[config.mk]
export PLATFORM = sky130hd
export DESIGN_NAME = load_store_sequencer_flat
export DESIGN_NICKNAME = d
export VERILOG_FILES = /design/src/rtl/ls_pkg.sv /design/src/rtl/load_store_sequencer_if.sv /design/src/rtl/ls_lane_unit.sv /design/src/rtl/load_store_sequencer.sv /design/src/flat_wrapper.sv
export SDC_FILE = /design/constraint.sdc
export NUM_CORES = 1
export LEC_CHECK = 0
export CAP_MARGIN = 20
export CORE_AREA = 2 2 76 150
export DETAILED_ROUTE_END_ITERATION = 12
export DIE_AREA = 0 0 78 152
export GPL_TIMING_DRIVEN = 0
export PLACE_DENSITY_LB_ADDON = 0.15
export SLEW_MARGIN = 10
export SYNTH_ARGS = -nofsm -noshare
export SYNTH_HDL_FRONTEND = slang
export SYNTH_SLANG_ARGS = --single-unit
export TNS_END_PERCENT = 50
[constraint.sdc]
create_clock -name CLK -period 2.2 [get_ports CLK]
set_input_delay 0.33 -clock CLK [delete_from_list [all_inputs] [get_ports CLK]]
set_output_delay 0.33 -clock CLK [all_outputs]
set_load 0.01 [all_outputs]
[src/rtl/ls_pkg.sv]
// Shared encodings for the RV32I load/store sequencer: opcodes, funct3 sizes, FSM states, trap causes.
// No logic; imported by the lane unit and the sequencer.
package ls_pkg;

    localparam int LANES = 4;

    localparam logic [6:0] OP_LOAD  = 7'b0000011;
    localparam logic [6:0] OP_STORE = 7'b0100011;

    localparam logic [2:0] F3_B  = 3'b000;
    localparam logic [2:0] F3_H  = 3'b001;
    localparam logic [2:0] F3_W  = 3'b010;
    localparam logic [2:0] F3_BU = 3'b100;
    localparam logic [2:0] F3_HU = 3'b101;

    localparam logic [1:0] CAUSE_NONE       = 2'b00;
    localparam logic [1:0] CAUSE_MISALIGNED = 2'b01;
    localparam logic [1:0] CAUSE_ILLEGAL    = 2'b10;
    localparam logic [1:0] CAUSE_TIMEOUT    = 2'b11;

    typedef enum logic [1:0] {
        S_IDLE   = 2'b00,
        S_ACCESS = 2'b01,
        S_FINISH = 2'b10,
        S_TRAP   = 2'b11
    } state_t;

endpackage

[src/rtl/load_store_sequencer_if.sv]
// Data-memory request port of the load/store sequencer: request/ready handshake plus data lanes.
// The sequencer holds mem_req until the memory returns mem_ready.
interface load_store_sequencer_if #(
    parameter int XLEN = 32
);
    logic            mem_req;
    logic            mem_we;
    logic [3:0]      mem_be;
    logic [XLEN-1:0] mem_wdata;
    logic [XLEN-1:0] mem_rdata;
    logic            mem_ready;

    modport master (
        output mem_req, mem_we, mem_be, mem_wdata,
        input  mem_rdata, mem_ready
    );

    modport slave (
        input  mem_req, mem_we, mem_be, mem_wdata,
        output mem_rdata, mem_ready
    );
endinterface

[src/rtl/ls_lane_unit.sv]
// Byte-lane logic: byte enables, store replication, load extraction/extension, fault flags.
// Purely combinational, zero latency, no backpressure.
module ls_lane_unit
    import ls_pkg::*;
(
    input  logic        is_store_i,
    input  logic [2:0]  funct3_i,
    input  logic [1:0]  off_i,
    input  logic [31:0] wdata_i,
    input  logic [31:0] rdata_i,
    output logic [3:0]  be_o,
    output logic [31:0] wdata_o,
    output logic [31:0] ldata_o,
    output logic        misaligned_o,
    output logic        illegal_o
);

    logic [31:0] shifted;

    always_comb begin
        shifted = rdata_i >> {off_i, 3'b000};

        case (funct3_i[1:0])
            2'b00: begin
                be_o    = 4'b0001 << off_i;
                wdata_o = {4{wdata_i[7:0]}};
            end
            2'b01: begin
                be_o    = 4'b0011 << off_i;
                wdata_o = {2{wdata_i[15:0]}};
            end
            default: begin
                be_o    = 4'b1111;
                wdata_o = wdata_i;
            end
        endcase

        case (funct3_i)
            F3_B:    ldata_o = {{24{shifted[7]}}, shifted[7:0]};
            F3_H:    ldata_o = {{16{shifted[15]}}, shifted[15:0]};
            F3_BU:   ldata_o = {24'h0, shifted[7:0]};
            F3_HU:   ldata_o = {16'h0, shifted[15:0]};
            default: ldata_o = shifted;
        endcase

        // Stores only have B/H/W; loads additionally allow BU/HU.
        if (is_store_i)
            illegal_o = (funct3_i > F3_W);
        else
            illegal_o = (funct3_i == 3'b011) || (funct3_i == 3'b110) || (funct3_i == 3'b111);

        misaligned_o = ((funct3_i[1:0] == 2'b01) && off_i[0]) ||
                       ((funct3_i[1:0] == 2'b10) && (off_i != 2'b00));
    end

endmodule

[src/rtl/load_store_sequencer.sv]
// Multi-cycle RV32I load/store control: IDLE -> ACCESS -> FINISH, faults park in TRAP until trap_ack.
// Aligned access with immediate mem_ready gives done 2 cycles after start; waits on mem_ready up to MAX_WAIT.
module load_store_sequencer
    import ls_pkg::*;
#(
    parameter int XLEN     = 32,
    parameter int MAX_WAIT = 15,
    parameter int WAIT_W   = 4
)(
    input  logic                  CLK,
    input  logic                  RST,
    input  logic [31:0]           INSN,
    input  logic                  start,
    input  logic [XLEN-1:0]       alu_addr,
    input  logic [XLEN-1:0]       rs2_data,
    input  logic                  trap_ack,
    load_store_sequencer_if.master mem,
    output logic                  addr_sel,
    output logic                  sub_sra,
    output logic                  pc_next_sel,
    output logic                  pc_alu_sel,
    output logic                  rd_we,
    output logic [XLEN-1:0]       rd_data,
    output logic                  pc_stall,
    output logic                  busy,
    output logic                  done,
    output logic                  trap,
    output logic [1:0]            trap_cause
);

    state_t            state_q, state_d;
    logic              is_store_q, is_store_d;
    logic [2:0]        funct3_q, funct3_d;
    logic [1:0]        off_q, off_d;
    logic [XLEN-1:0]   wdata_q, wdata_d;
    logic [WAIT_W-1:0] wait_q, wait_d;
    logic [XLEN-1:0]   rd_data_q, rd_data_d;
    logic [1:0]        cause_q, cause_d;

    logic [6:0]  opcode;
    logic        is_ls_op;
    logic        lu_store;
    logic [2:0]  lu_funct3;
    logic [1:0]  lu_off;
    logic [3:0]  lu_be;
    logic [31:0] lu_wdata;
    logic [31:0] lu_ldata;
    logic        lu_misaligned;
    logic        lu_illegal;
    logic        unused_ok;

    assign opcode    = INSN[6:0];
    assign is_ls_op  = (opcode == OP_LOAD) || (opcode == OP_STORE);
    assign unused_ok = ^{INSN[31:15], INSN[11:7], alu_addr[XLEN-1:2]};

    // In IDLE the lane unit classifies the incoming instruction; afterwards it works on the latched fields.
    always_comb begin
        if (state_q == S_IDLE) begin
            lu_store  = (opcode == OP_STORE);
            lu_funct3 = INSN[14:12];
            lu_off    = alu_addr[1:0];
        end else begin
            lu_store  = is_store_q;
            lu_funct3 = funct3_q;
            lu_off    = off_q;
        end
    end

    ls_lane_unit u_lane (
        .is_store_i   (lu_store),
        .funct3_i     (lu_funct3),
        .off_i        (lu_off),
        .wdata_i      (wdata_q),
        .rdata_i      (mem.mem_rdata),
        .be_o         (lu_be),
        .wdata_o      (lu_wdata),
        .ldata_o      (lu_ldata),
        .misaligned_o (lu_misaligned),
        .illegal_o    (lu_illegal)
    );

    always_ff @(posedge CLK) begin
        if (RST) begin
            state_q    <= S_IDLE;
            is_store_q <= 1'b0;
            funct3_q   <= 3'b000;
            off_q      <= 2'b00;
            wdata_q    <= '0;
            wait_q     <= '0;
            rd_data_q  <= '0;
            cause_q    <= CAUSE_NONE;
        end else begin
            state_q    <= state_d;
            is_store_q <= is_store_d;
            funct3_q   <= funct3_d;
            off_q      <= off_d;
            wdata_q    <= wdata_d;
            wait_q     <= wait_d;
            rd_data_q  <= rd_data_d;
            cause_q    <= cause_d;
        end
    end

    always_comb begin
        state_d    = state_q;
        is_store_d = is_store_q;
        funct3_d   = funct3_q;
        off_d      = off_q;
        wdata_d    = wdata_q;
        wait_d     = wait_q;
        rd_data_d  = rd_data_q;
        cause_d    = cause_q;

        case (state_q)
            S_IDLE: begin
                if (start && is_ls_op) begin
                    is_store_d = (opcode == OP_STORE);
                    funct3_d   = INSN[14:12];
                    off_d      = alu_addr[1:0];
                    wdata_d    = rs2_data;
                    wait_d     = '0;
                    if (lu_illegal) begin
                        state_d = S_TRAP;
                        cause_d = CAUSE_ILLEGAL;
                    end else if (lu_misaligned) begin
                        state_d = S_TRAP;
                        cause_d = CAUSE_MISALIGNED;
                    end else begin
                        state_d = S_ACCESS;
                    end
                end
            end
            S_ACCESS: begin
                // mem_ready has priority over an expiring wait budget.
                if (mem.mem_ready) begin
                    state_d = S_FINISH;
                    if (!is_store_q)
                        rd_data_d = lu_ldata;
                end else if ((MAX_WAIT != 0) && (wait_q == WAIT_W'(MAX_WAIT))) begin
                    state_d = S_TRAP;
                    cause_d = CAUSE_TIMEOUT;
                end else begin
                    wait_d = wait_q + WAIT_W'(1);
                end
            end
            S_FINISH: begin
                state_d = S_IDLE;
            end
            S_TRAP: begin
                if (trap_ack) begin
                    state_d = S_IDLE;
                    cause_d = CAUSE_NONE;
                end
            end
            default: begin
                state_d = S_IDLE;
            end
        endcase
    end

    always_comb begin
        mem.mem_req   = 1'b0;
        mem.mem_we    = 1'b0;
        mem.mem_be    = 4'b0000;
        mem.mem_wdata = '0;
        addr_sel      = 1'b0;
        rd_we         = 1'b0;
        pc_stall      = 1'b0;
        done          = 1'b0;
        trap          = 1'b0;

        case (state_q)
            S_ACCESS: begin
                mem.mem_req   = 1'b1;
                mem.mem_we    = is_store_q;
                mem.mem_be    = lu_be;
                mem.mem_wdata = lu_wdata;
                addr_sel      = 1'b1;
                pc_stall      = 1'b1;
            end
            S_FINISH: begin
                done  = 1'b1;
                rd_we = !is_store_q;
            end
            S_TRAP: begin
                trap     = 1'b1;
                pc_stall = 1'b1;
            end
            default: begin
            end
        endcase
    end

    assign busy        = (state_q != S_IDLE);
    assign sub_sra     = 1'b0;
    assign pc_next_sel = 1'b0;
    assign pc_alu_sel  = 1'b0;
    assign rd_data     = rd_data_q;
    assign trap_cause  = cause_q;

endmodule

[src/flat_wrapper.sv]
// flat-port wrapper written by rule: the top's interface ports become plain ports
module load_store_sequencer_flat import ls_pkg::*;
#(
    parameter int XLEN     = 32,
    parameter int MAX_WAIT = 15,
    parameter int WAIT_W   = 4
)
  (CLK, RST, INSN, start, alu_addr, rs2_data, trap_ack, addr_sel, sub_sra, pc_next_sel, pc_alu_sel, rd_we, rd_data, pc_stall, busy, done, trap, trap_cause, mem_mem_req, mem_mem_we, mem_mem_be, mem_mem_wdata, mem_mem_rdata, mem_mem_ready);
  load_store_sequencer_if #(.XLEN(XLEN)) mem_i ();
  input  logic CLK;
  input  logic RST;
  input  logic [31:0] INSN;
  input  logic start;
  input  logic [XLEN-1:0] alu_addr;
  input  logic [XLEN-1:0] rs2_data;
  input  logic trap_ack;
  output logic addr_sel;
  output logic sub_sra;
  output logic pc_next_sel;
  output logic pc_alu_sel;
  output logic rd_we;
  output logic [XLEN-1:0] rd_data;
  output logic pc_stall;
  output logic busy;
  output logic done;
  output logic trap;
  output logic [1:0] trap_cause;
  output wire logic [$bits(mem_i.mem_req)-1:0] mem_mem_req;
  output wire logic [$bits(mem_i.mem_we)-1:0] mem_mem_we;
  output wire logic [$bits(mem_i.mem_be)-1:0] mem_mem_be;
  output wire logic [$bits(mem_i.mem_wdata)-1:0] mem_mem_wdata;
  input wire logic [$bits(mem_i.mem_rdata)-1:0] mem_mem_rdata;
  input wire logic [$bits(mem_i.mem_ready)-1:0] mem_mem_ready;
  assign mem_mem_req = mem_i.mem_req;
  assign mem_mem_we = mem_i.mem_we;
  assign mem_mem_be = mem_i.mem_be;
  assign mem_mem_wdata = mem_i.mem_wdata;
  assign mem_i.mem_rdata = mem_mem_rdata;
  assign mem_i.mem_ready = mem_mem_ready;
  load_store_sequencer #(.XLEN(XLEN), .MAX_WAIT(MAX_WAIT), .WAIT_W(WAIT_W)) u_core (.CLK(CLK), .RST(RST), .INSN(INSN), .start(start), .alu_addr(alu_addr), .rs2_data(rs2_data), .trap_ack(trap_ack), .mem(mem_i), .addr_sel(addr_sel), .sub_sra(sub_sra), .pc_next_sel(pc_next_sel), .pc_alu_sel(pc_alu_sel), .rd_we(rd_we), .rd_data(rd_data), .pc_stall(pc_stall), .busy(busy), .done(done), .trap(trap), .trap_cause(trap_cause));
endmodule
# Word level (Yosys, flattened, before mapping)
# Cells that the tools add are included.
[op_classes]
n_addsub = 1
order_cmp = 1
n_eq_ne = 21
shifts = 3
muxes = 31
n_bitwise = 1
reduce_logical = 21
[op_table]
columns = ["cell", "count"]
rows = [
  ["32-bit case mux with 4 select lines", 1],
  ["32-bit case mux with 2 select lines", 1],
  ["32-bit 2-to-1 mux", 1],
  ["32-bit by 5-bit right shift with 32-bit output", 1],
  ["2-bit 2-to-1 mux", 11],
  ["4-bit 2-to-1 mux", 4],
  ["4-bit case mux with 2 select lines", 2],
  ["3-bit equality test, second input constant", 4],
  ["1-bit 2-to-1 mux", 8],
  ["2-bit != test, second input constant", 4],
  ["2-bit case mux with 4 select lines", 1],
  ["7-bit by 2-bit equality test with 1-bit output, second input constant", 1],
  ["7-bit by 6-bit equality test with 1-bit output, second input constant", 1],
  ["2-bit equality test, second input constant", 3],
  ["2-bit case mux with 3 select lines", 1],
  ["3-bit AND reduction", 2],
  ["6-bit AND reduction", 1],
  ["2-bit nonzero test", 3],
  ["4-bit by 1-bit adder with 4-bit output, second input constant", 1],
  ["2-bit by 1-bit equality test with 1-bit output, second input constant", 2],
  ["4-bit equality test, second input constant", 1],
  ["2-bit zero test", 2],
  ["1-bit logical OR", 4],
  ["4-bit AND reduction", 1],
  ["other kinds (16)", 18],
]
[word_totals]
regBits = 78
in_bits = 133
output_inout_bits = 81
word_cells = 87

# Longest topological paths before layout
# Gate-level depths: netlist of the first run.
[depth]
word_depth = 9
depth_mapped = 8
depth_no_buf = 6

# Modules after synthesis
# Synthesis of the first run repeated with hierarchy kept, for this count alone.
[hier_totals]
cells_unflattened = 618
area_unflattened_um2 = 4692.0
[modules_own_cells]
columns = ["module", "n_inst", "cells_per_inst", "area_per_inst_um2", "seq_area_each_um2"]
rows = [
  ["load_store_sequencer", 1, 429, 3348.2, 1561.5],
  ["ls_lane_unit", 1, 189, 1343.8, 0.0],
]

# Worst setup path after synthesis of the first run
# No wires, ideal clock.
[synth_path]
path_kind = "register -> output"
from = "register u_core.state_q[1]"
to = "output port mem_mem_wdata[24]"
t_arrival_ps = 1956
t_required_ps = 1870
slack_ps = -86
stages_incl_launch_ff = 8
n_path_buf = 3
path_cell_list = "dfxtp_1 > buf_2 > nor2_4 > mux2i_1 > buf_1 > clkbuf_1 > nor2_1 > a211oi_1"
[synth_via]
elab_chain_len = 5
word_cells_on_any_way = 7
classes_between = "eq/ne: 2; mux: 3; reduce/logical: 2"
[synth_lines]
columns = ["item", "line_no", "rtl"]
rows = [
  ["from (decl)", "load_store_sequencer.sv:31", "state_t state_q, state_d;"],
  ["from (signal assigned)", "load_store_sequencer.sv:93", "state_q <= state_d;"],
  ["2-bit zero test", "load_store_sequencer.sv:58", "if (state_q == S_IDLE) begin"],
  ["3-bit 2-to-1 mux", "load_store_sequencer.sv:58", ""],
  ["2-bit by 1-bit equality test with 1-bit output or 2-bit zero test (tied branches)", "ls_lane_unit.sv:23", "case (funct3_i[1:0])"],
  ["32-bit case mux with 2 select lines", "ls_lane_unit.sv:23", ""],
  ["32-bit 2-to-1 mux (*)", "load_store_sequencer.sv:172", "case (state_q)"],
  ["to (decl)", "flat_wrapper.sv:31", "output wire logic [$bits(mem_i.mem_wdata)-1:0] mem_mem_wdata;"],
]
# Every way passes the cells marked *; elsewhere a longest branch is shown, timed or not.

# Worst setup path in the final report of the first run
[layout_path]
from = "register u_core.state_q[0]"
to = "output port mem_mem_wdata[24]"
# Same word-level chain as after synthesis.

==> qor.txt, run 1 <==
Outcome -> finished, violations left
Failing checks -> negative setup slack
Max Fclk -> 0.417 GHz
Worst R2R Setup Slack -> -0.03 ns
Slew of the pin with the lowest slew margin -> 0.765 ns
Final period util -> 1.09
Seq cells post-synth -> 78
Initial core utilization -> 0.395
Boundary Pins -> 214
Synth unique cells -> 53
Mapped Cells -> 556
Reg clk slew, reported paths -> 0.06 ns
Global Route met3 Usage -> 0.0534
Initial antenna violation count -> 0
Crit path launch type -> register
Final Hold Viols -> 0
Maxcap violations -> 0
Gpl congestion -> 0.988
Dpl hpwl -> 12900 um
Min-Delay Endpoint -> u_core.off_q[0]$_SDFFE_PP0P_
Hold path depth -> 3
Final setup viols -> 46
Setup Skew -> 0.0109 ns
Worst Hold Launch -> alu_addr[0]
Total wire length -> 17800 um
Worst Reg-to-Reg Cells -> 8
RSZ-0062 raised after global routing -> yes
Share of layout cells above drive strength 1 -> 0.217
Util after Layout -> 0.648
Most crowded layer after global routing -> met2
Synthesized cell area -> 4270 um^2
Worst Setup End Kind -> primary output
Number of buffers created by CTS -> 9
Final worst setup slack -> -0.200 ns
Reg area -> 1570 um^2
Root buf cell -> clkbuf_16
Skew-Pair Late Insertion Delay -> 0.34 ns
Vias per cell -> 5.47
GRT Total Usage -> 0.298
Iteration count of the initial detailed-routing pass -> 5
Grt met1 use -> 0.263
Ys flop type -> dfxtp_1
Slew headroom -> 0.487
Area occupied by multi-input gates -> 2690 um^2
Critical path fanouts, max -> 4
Power Density -> 517 nW/um^2
P_leak -> 2.65 nW
Die Y -> 152 um
First-pass GRT wire length -> 27100 um
Die ar. -> 11900 um^2
Met2 usage -> 0.583
FILL cells -> 960
Core ar. -> 10800 um^2
Async SR Flop Fraction -> 0
Fin Hold WS -> 0.330 ns
Synth-to-Final Area Change -> 64.2%
Seq/Total Area, Yosys -> 0.366
Min-delay worst type -> input pin to register
Via count -> 4994
WL/cell -> 19.5 um
Antenna Cells -> 0
Crit Reg-Reg Endpoint -> u_core.rd_data[23]$_SDFFE_PP0P_
Largest net degree at the start of global routing -> 15
DR iter-0 viols -> 178
Final Max Slew Viols -> 0
Overall Power -> 3.62 mW
PortBufs -> 156
# clock sinks -> 78
WS Path Type -> register to primary output
Vias in the first global route -> 5202
Worst-case vdd ir drop -> 462 uV
Fin crit period -> 2.40 ns
Width of the die -> 78 um
Hold Buf Count CTS -> 0
Syn Area/Cell -> 7.67 um^2
CTS Buffer Depth -> 2
Nets@finish -> 902
FF-to-FF Start -> u_core.state_q[0]$_SDFFE_PP0P_
Htree depth -> 3
Remaining antenna violation count after routing -> 0
Site Rows -> 54
Crit path required time -> 1.87 ns
Overall overflow remaining after global route -> 0
Post-synth EDFFs -> 0
Arrival @ worst endpoint -> 2.07 ns
Yosys warns -> 0
CTS tree -> built
DRC -> 0
[state kept, by name, indices dropped and copies added, names as in the netlist]
name / cells
u_core.is_store_q: 1
u_core.rd_data: 32
u_core.wdata_q: 32
u_core.state_q: 2
u_core.wait_q: 4
u_core.off_q: 2
u_core.funct3_q: 3
u_core.trap_cause: 2
[area by class of cell]
class,instances,share of cell area
Sequential cell,78,0.224
Timing Repair inverter,1,0.00107
Timing Repair Buffer,201,0.267
Clock buffer,9,0.0322
Buffer,48,0.0479
Tap cell,140,0.0250
Inverter,5,0.00429
Multi-Input combinational cell,424,0.385
Clock inverter,7,0.0138
[power breakdown]
part	total, mW	switching (mW)	internal (mW)	leakage (nW)
Combinational	0.570	0.260	0.309	1.86
Sequential	1.42	0.00532	1.42	0.630
Clock	1.63	0.632	0.998	0.160
[per-layer routing]
layer  up-vias  wire [um]  share of wire
met1      2329       5720           0.32
li1       2380          -              -
met2       217      10000           0.56
met4         0       1260          0.070
met3        68        834          0.047
met5         -          0              0
[through the flow]
step	cells	setup slack [ns]	instance area [um^2]	TNS, ns
floorplan	558	0.0662	4280	0
global placement	854	-1.03	6010	-45.58
detailed placement	854	-0.998	6010	-47.13
CTS	905	-0.231	6870	-4.86
global route	913	-0.266	7000	-6.47
finish	913	-0.200	7000	-3.11
[worst max-delay path, cell delays in order, from the launching register on]
cell      delay [ns]
dfxtp_4         0.36
nor2_4          0.13
buf_12          0.13
buf_8           0.12
mux2i_4         0.28
buf_6           0.18
mux2i_4         0.27
a211oi_2        0.10
buf_2           0.15
[cell usage after synthesis (2+ instances only)]
cell type / n / area share
o31ai_1: 2 / 0.0035
a22oi_1: 2 / 0.0035
a31oi_1: 2 / 0.0029
xor2_1: 2 / 0.0041
buf_1: 4 / 0.0035
buf_6: 3 / 0.0079
and3_1: 18 / 0.026
nand2_1: 99 / 0.087
nand3_1: 11 / 0.013
clkbuf_1: 34 / 0.030
inv_1: 5 / 0.0044
nand2b_1: 11 / 0.016
nor3_1: 4 / 0.0047
o32ai_1: 7 / 0.014
nor2b_1: 11 / 0.016
and2_1: 10 / 0.015
a211oi_1: 24 / 0.042
a21oi_1: 52 / 0.061
mux2_2: 9 / 0.024
buf_2: 6 / 0.0070
buf_4: 5 / 0.0088
o22ai_1: 2 / 0.0029
o21ai_1: 3 / 0.0035
mux2i_1: 26 / 0.061
o21ai_0: 23 / 0.027
a311oi_1: 17 / 0.035
nor2_1: 60 / 0.053
dfxtp_1: 78 / 0.37
o2111ai_1: 2 / 0.0041
[worst max path at each step]
stage	slack, ns	endpoint	startpoint
3_3_place_gp	-1.03	mem_mem_be[2]	alu_addr[0]
2_1_floorplan	0.07	mem_mem_be[2]	u_core.state_q[1]$_SDFFE_PP0P_
3_5_place_dp	-1.0	mem_mem_be[2]	alu_addr[0]
5_1_grt	-0.27	mem_mem_wdata[29]	u_core.state_q[0]$_SDFFE_PP0P_
4_1_cts	-0.23	mem_mem_be[2]	u_core.state_q[1]$_SDFFE_PP0P_
6_report	-0.20	mem_mem_wdata[24]	u_core.state_q[0]$_SDFFE_PP0P_
[logic make-up (layout without fill, tap and decap cells)]
| family | Yosys count | in the layout | synth area share |
|---|---|---|---|
| adder cells (fa/ha/maj) | 1 | 1 | 0.00293 |
| multiplexers | 36 | 37 | 0.0880 |
| flip-flops | 78 | 78 | 0.366 |
| AO/OA/AOI/OAI | 144 | 144 | 0.219 |
| other | 1 | 3 | 0.000879 |
| buffers and inverters | 57 | 271 | 0.0616 |
| XOR/XNOR | 2 | 2 | 0.00411 |
| AND/OR/NAND/NOR | 237 | 237 | 0.257 |
[cells in the final DEF (no fill, tap or decap), types with 16 or more instances in the layout]
cell	count
clkbuf_1	20
nor2_1	58
buf_4	30
clkdlybuf4s50_1	126
buf_6	19
buf_2	34
nand2_1	99
a211oi_1	16
and3_1	18
a21oi_1	50
a311oi_1	17
mux2i_1	20
dfxtp_1	76
o21ai_0	22
[repair_timing]
item / 4_1_cts / 5_1_grt
cloned: 5 / 2
setup endpoints to repair: 75 / 102
buffers inserted: 31 / 13
pin swaps: 20 / 15
resized for setup: 203 / 41
Note: power is estimated with default switching activity, not from simulation.
==> run 2: changes to the inputs <==
--- a/config.mk
+++ b/config.mk
@@ -5,10 +5,10 @@
 export SDC_FILE = /design/constraint.sdc
 export NUM_CORES = 1
 export LEC_CHECK = 0
-export CAP_MARGIN = 20
-export CORE_AREA = 2 2 76 150
+export CORE_AREA = 2 2 106 108
+export CTS_BUF_LIST = sky130_fd_sc_hd__clkbuf_16
 export DETAILED_ROUTE_END_ITERATION = 12
-export DIE_AREA = 0 0 78 152
+export DIE_AREA = 0 0 108 110
 export GPL_TIMING_DRIVEN = 0
 export PLACE_DENSITY_LB_ADDON = 0.15
 export SLEW_MARGIN = 10
==> run 2 against run 1 <==
The flow still finishes with violations (negative setup slack); register-to-register slack got worse by 0.02 ns; worst hold slack got worse by 0.00087 ns; count of clock-buffer cells in the layout did not move; global-route usage fell by 4.5 points; total power fell by 12%; critical path depth fell by 2; first-iteration DRC count rose by 54%; core utilization fell by 3.2 points; largest cell class unchanged.
==> qor.txt, run 2 (same netlist as run 1, synthesis figures left out) <==
Outcome -> finished, violations left
Failing checks -> negative setup slack
Vias in the first global route -> 4553 (-12%)
Initial antenna violation count -> 0 (unchanged)
Maxcap violations -> 0 (unchanged)
Via count -> 4801 (-3.9%)
Number of buffers created by CTS -> 9 (unchanged)
Crit path launch type -> register
Max Fclk -> 0.411 GHz (-1.4%)
Sequential fraction of design power -> 0.445 (+0.053)
Skew-Pair Late Insertion Delay -> 0.34 ns (about the same)
Largest net degree at the start of global routing -> 13 (-2)
Critical path fanouts, max -> 10 (+6)
Slew headroom -> 0.245 (-0.242)
Vias per cell -> 5.41 (-1.2%)
Synth-to-Final Area Change -> 54.4%
Worst Setup SP -> u_core.state_q[1]$_SDFFE_PP0P_
Iteration count of the initial detailed-routing pass -> 5 (unchanged)
Crit Reg-Reg Endpoint -> u_core.rd_data[21]$_SDFFE_PP0P_
Nets@finish -> 879 (-2.5%)
Util after Layout -> 0.616 (-0.0322)
Final period util -> 1.11 (+0.0157)
Gpl congestion -> 0.894 (-9.5%)
Placement Setup Slack -> -1.06 ns (-0.0623 ns)
Slew of the pin with the lowest slew margin -> 1.13 ns (+0.361 ns)
Boundary Pins -> 214 (unchanged)
Clk pwr share -> 0.399 (-0.051)
Width of the die -> 108 um (+38%)
Worst R2R Setup Slack -> -0.05 ns (-0.02 ns)
Worst-case vdd ir drop -> 328 uV (-29%)
Core ar. -> 10700 um^2 (-1.0%)
Die ar. -> 11900 um^2 (+0.20%)
Worst Reg-to-Reg Cells -> 6 (-2)
Root buf cell -> clkbuf_16
Die Y -> 110 um (-28%)
Final worst setup slack -> -0.234 ns (-0.0345 ns)
Fin crit period -> 2.43 ns (+0.0345 ns)
Dpl hpwl -> 11300 um (-12%)
# clock sinks -> 78 (unchanged)
Crit path required time -> 1.87 ns (about the same)
GRT Total Usage -> 0.253 (-0.0451)
Overall overflow remaining after global route -> 0 (unchanged)
DR iter-0 viols -> 275 (+54%)
Most frequent cells in the layout -> 126 x clkdlybuf4s50_1, 98 x nand2_1, 76 x dfxtp_1
WS Path Type -> register to primary output
Net Switching -> 0.772 mW (-14%)
Antenna Cells -> 0 (unchanged)
PortBufs -> 156 (unchanged)
Share of layout cells above drive strength 1 -> 0.158 (-0.0596)
Htree depth -> 3 (unchanged)
Crit path to -> mem_mem_be[2]
Reg clk slew, reported paths -> 0.06 ns (about the same)
Remaining antenna violation count after routing -> 0 (unchanged)
Final Max Slew Viols -> 0 (unchanged)
Arrival @ worst endpoint -> 2.10 ns (+0.03 ns)
First-pass GRT wire length -> 23100 um (-15%)
Total wire length -> 15200 um (-15%)
Min-delay worst type -> input pin to register
Setup Skew -> 0.00495 ns (-0.00596 ns)
Final setup viols -> 54 (+17%)
CTS Buffer Depth -> 2 (unchanged)
Power Density -> 485 nW/um^2 (-6.2%)
WL/cell -> 17.1 um (-13%)
Site Rows -> 38 (-30%)
Worst Setup End Kind -> primary output
Final Hold Viols -> 0 (unchanged)
Int Power -> 2.42 mW (-11%)
Sw Ratio -> 0.242 (-0.00622)
Most common cell after layout, fill and taps aside -> clkdlybuf4s50_1
Combinational power share -> 0.155 (-0.002)
DRC -> 0 (unchanged)
FF-to-FF Start -> u_core.state_q[1]$_SDFFE_PP0P_
Initial core utilization -> 0.399 (+0.00415)
CTS tree -> built
RSZ-0062 raised after global routing -> yes
P_leak -> 2.51 nW (-5.1%)
[run 2: timing repair]
action / CTS / global route
setup buffers: 19 / 2
resized for setup: 149 / 31
pin swaps: 10 / 11
endpoints found under the setup margin: 75 / 96
hold buffers: 0 / 0
gates cloned: 2 / 0
[run 2: worst min-delay path by stage]
stage	endpoint	startpoint	cells past startpoint
2_1_floorplan	u_core.funct3_q[2]$_SDFFE_PP0P_	u_core.funct3_q[2]$_SDFFE_PP0P_	2
3_3_place_gp	u_core.wdata_q[17]$_SDFFE_PP0P_	u_core.wdata_q[17]$_SDFFE_PP0P_	2
3_5_place_dp	u_core.wdata_q[19]$_SDFFE_PP0P_	u_core.wdata_q[19]$_SDFFE_PP0P_	2
4_1_cts	u_core.funct3_q[1]$_SDFFE_PP0P_	INSN[13]	3
5_1_grt	u_core.funct3_q[1]$_SDFFE_PP0P_	INSN[13]	3
6_report	u_core.funct3_q[1]$_SDFFE_PP0P_	INSN[13]	3
[run 2: power by group through the flow]
stage | Sequential [mW] | Clock (mW) | Combinational, mW
2_1_floorplan | 1.45 | 0 | 0.196
3_3_place_gp | 1.45 | 0 | 0.415
3_5_place_dp | 1.45 | 0 | 0.419
4_1_cts | 1.42 | 1.29 | 0.474
5_1_grt | 1.42 | 1.35 | 0.529
6_report | 1.42 | 1.28 | 0.497
[run 2: layer usage]
metal | up-vias | share of wire | global-route usage
li1 | 2335 | - | -
met1 | 2251 | 0.44 | 0.334
met2 | 178 | 0.46 | 0.403
met3 | 37 | 0.065 | 0.0523
met4 | 0 | 0.030 | 0.103
met5 | - | 0 | 0
[run 2: through the flow]
step           instances  power (mW)  area, um^2  setup TNS, ns  hold slack [ns]
2_1_floorplan        558        1.65        4280              0            0.433
3_3_place_gp         854        1.87        6010         -37.64            0.443
3_5_place_dp         854        1.87        6010         -40.74            0.448
4_1_cts              887        3.18        6510          -5.03            0.317
5_1_grt              888        3.30        6590         -10.60            0.350
6_report             888        3.19        6590          -4.85            0.329
[run 2: final cells by class]
class                   instances  area [um^2]
inverters                       5         18.8
flip-flops and latches         78         1570
fillers                       974         4110
repair buffers                178         1680
multi-input cells             424         2590
well taps                     140          175
plain buffers                  49          304
clock buffers                   9          225
clock inverters                 5         20.0
[run 2: worst max-delay path, stage by stage (launching register included)]
cell	delay (ns)
dfxtp_4	0.39
nor2_4	0.20
mux2_4	0.36
buf_8	0.13
or3_1	0.34
a31oi_1	0.17
buf_2	0.18
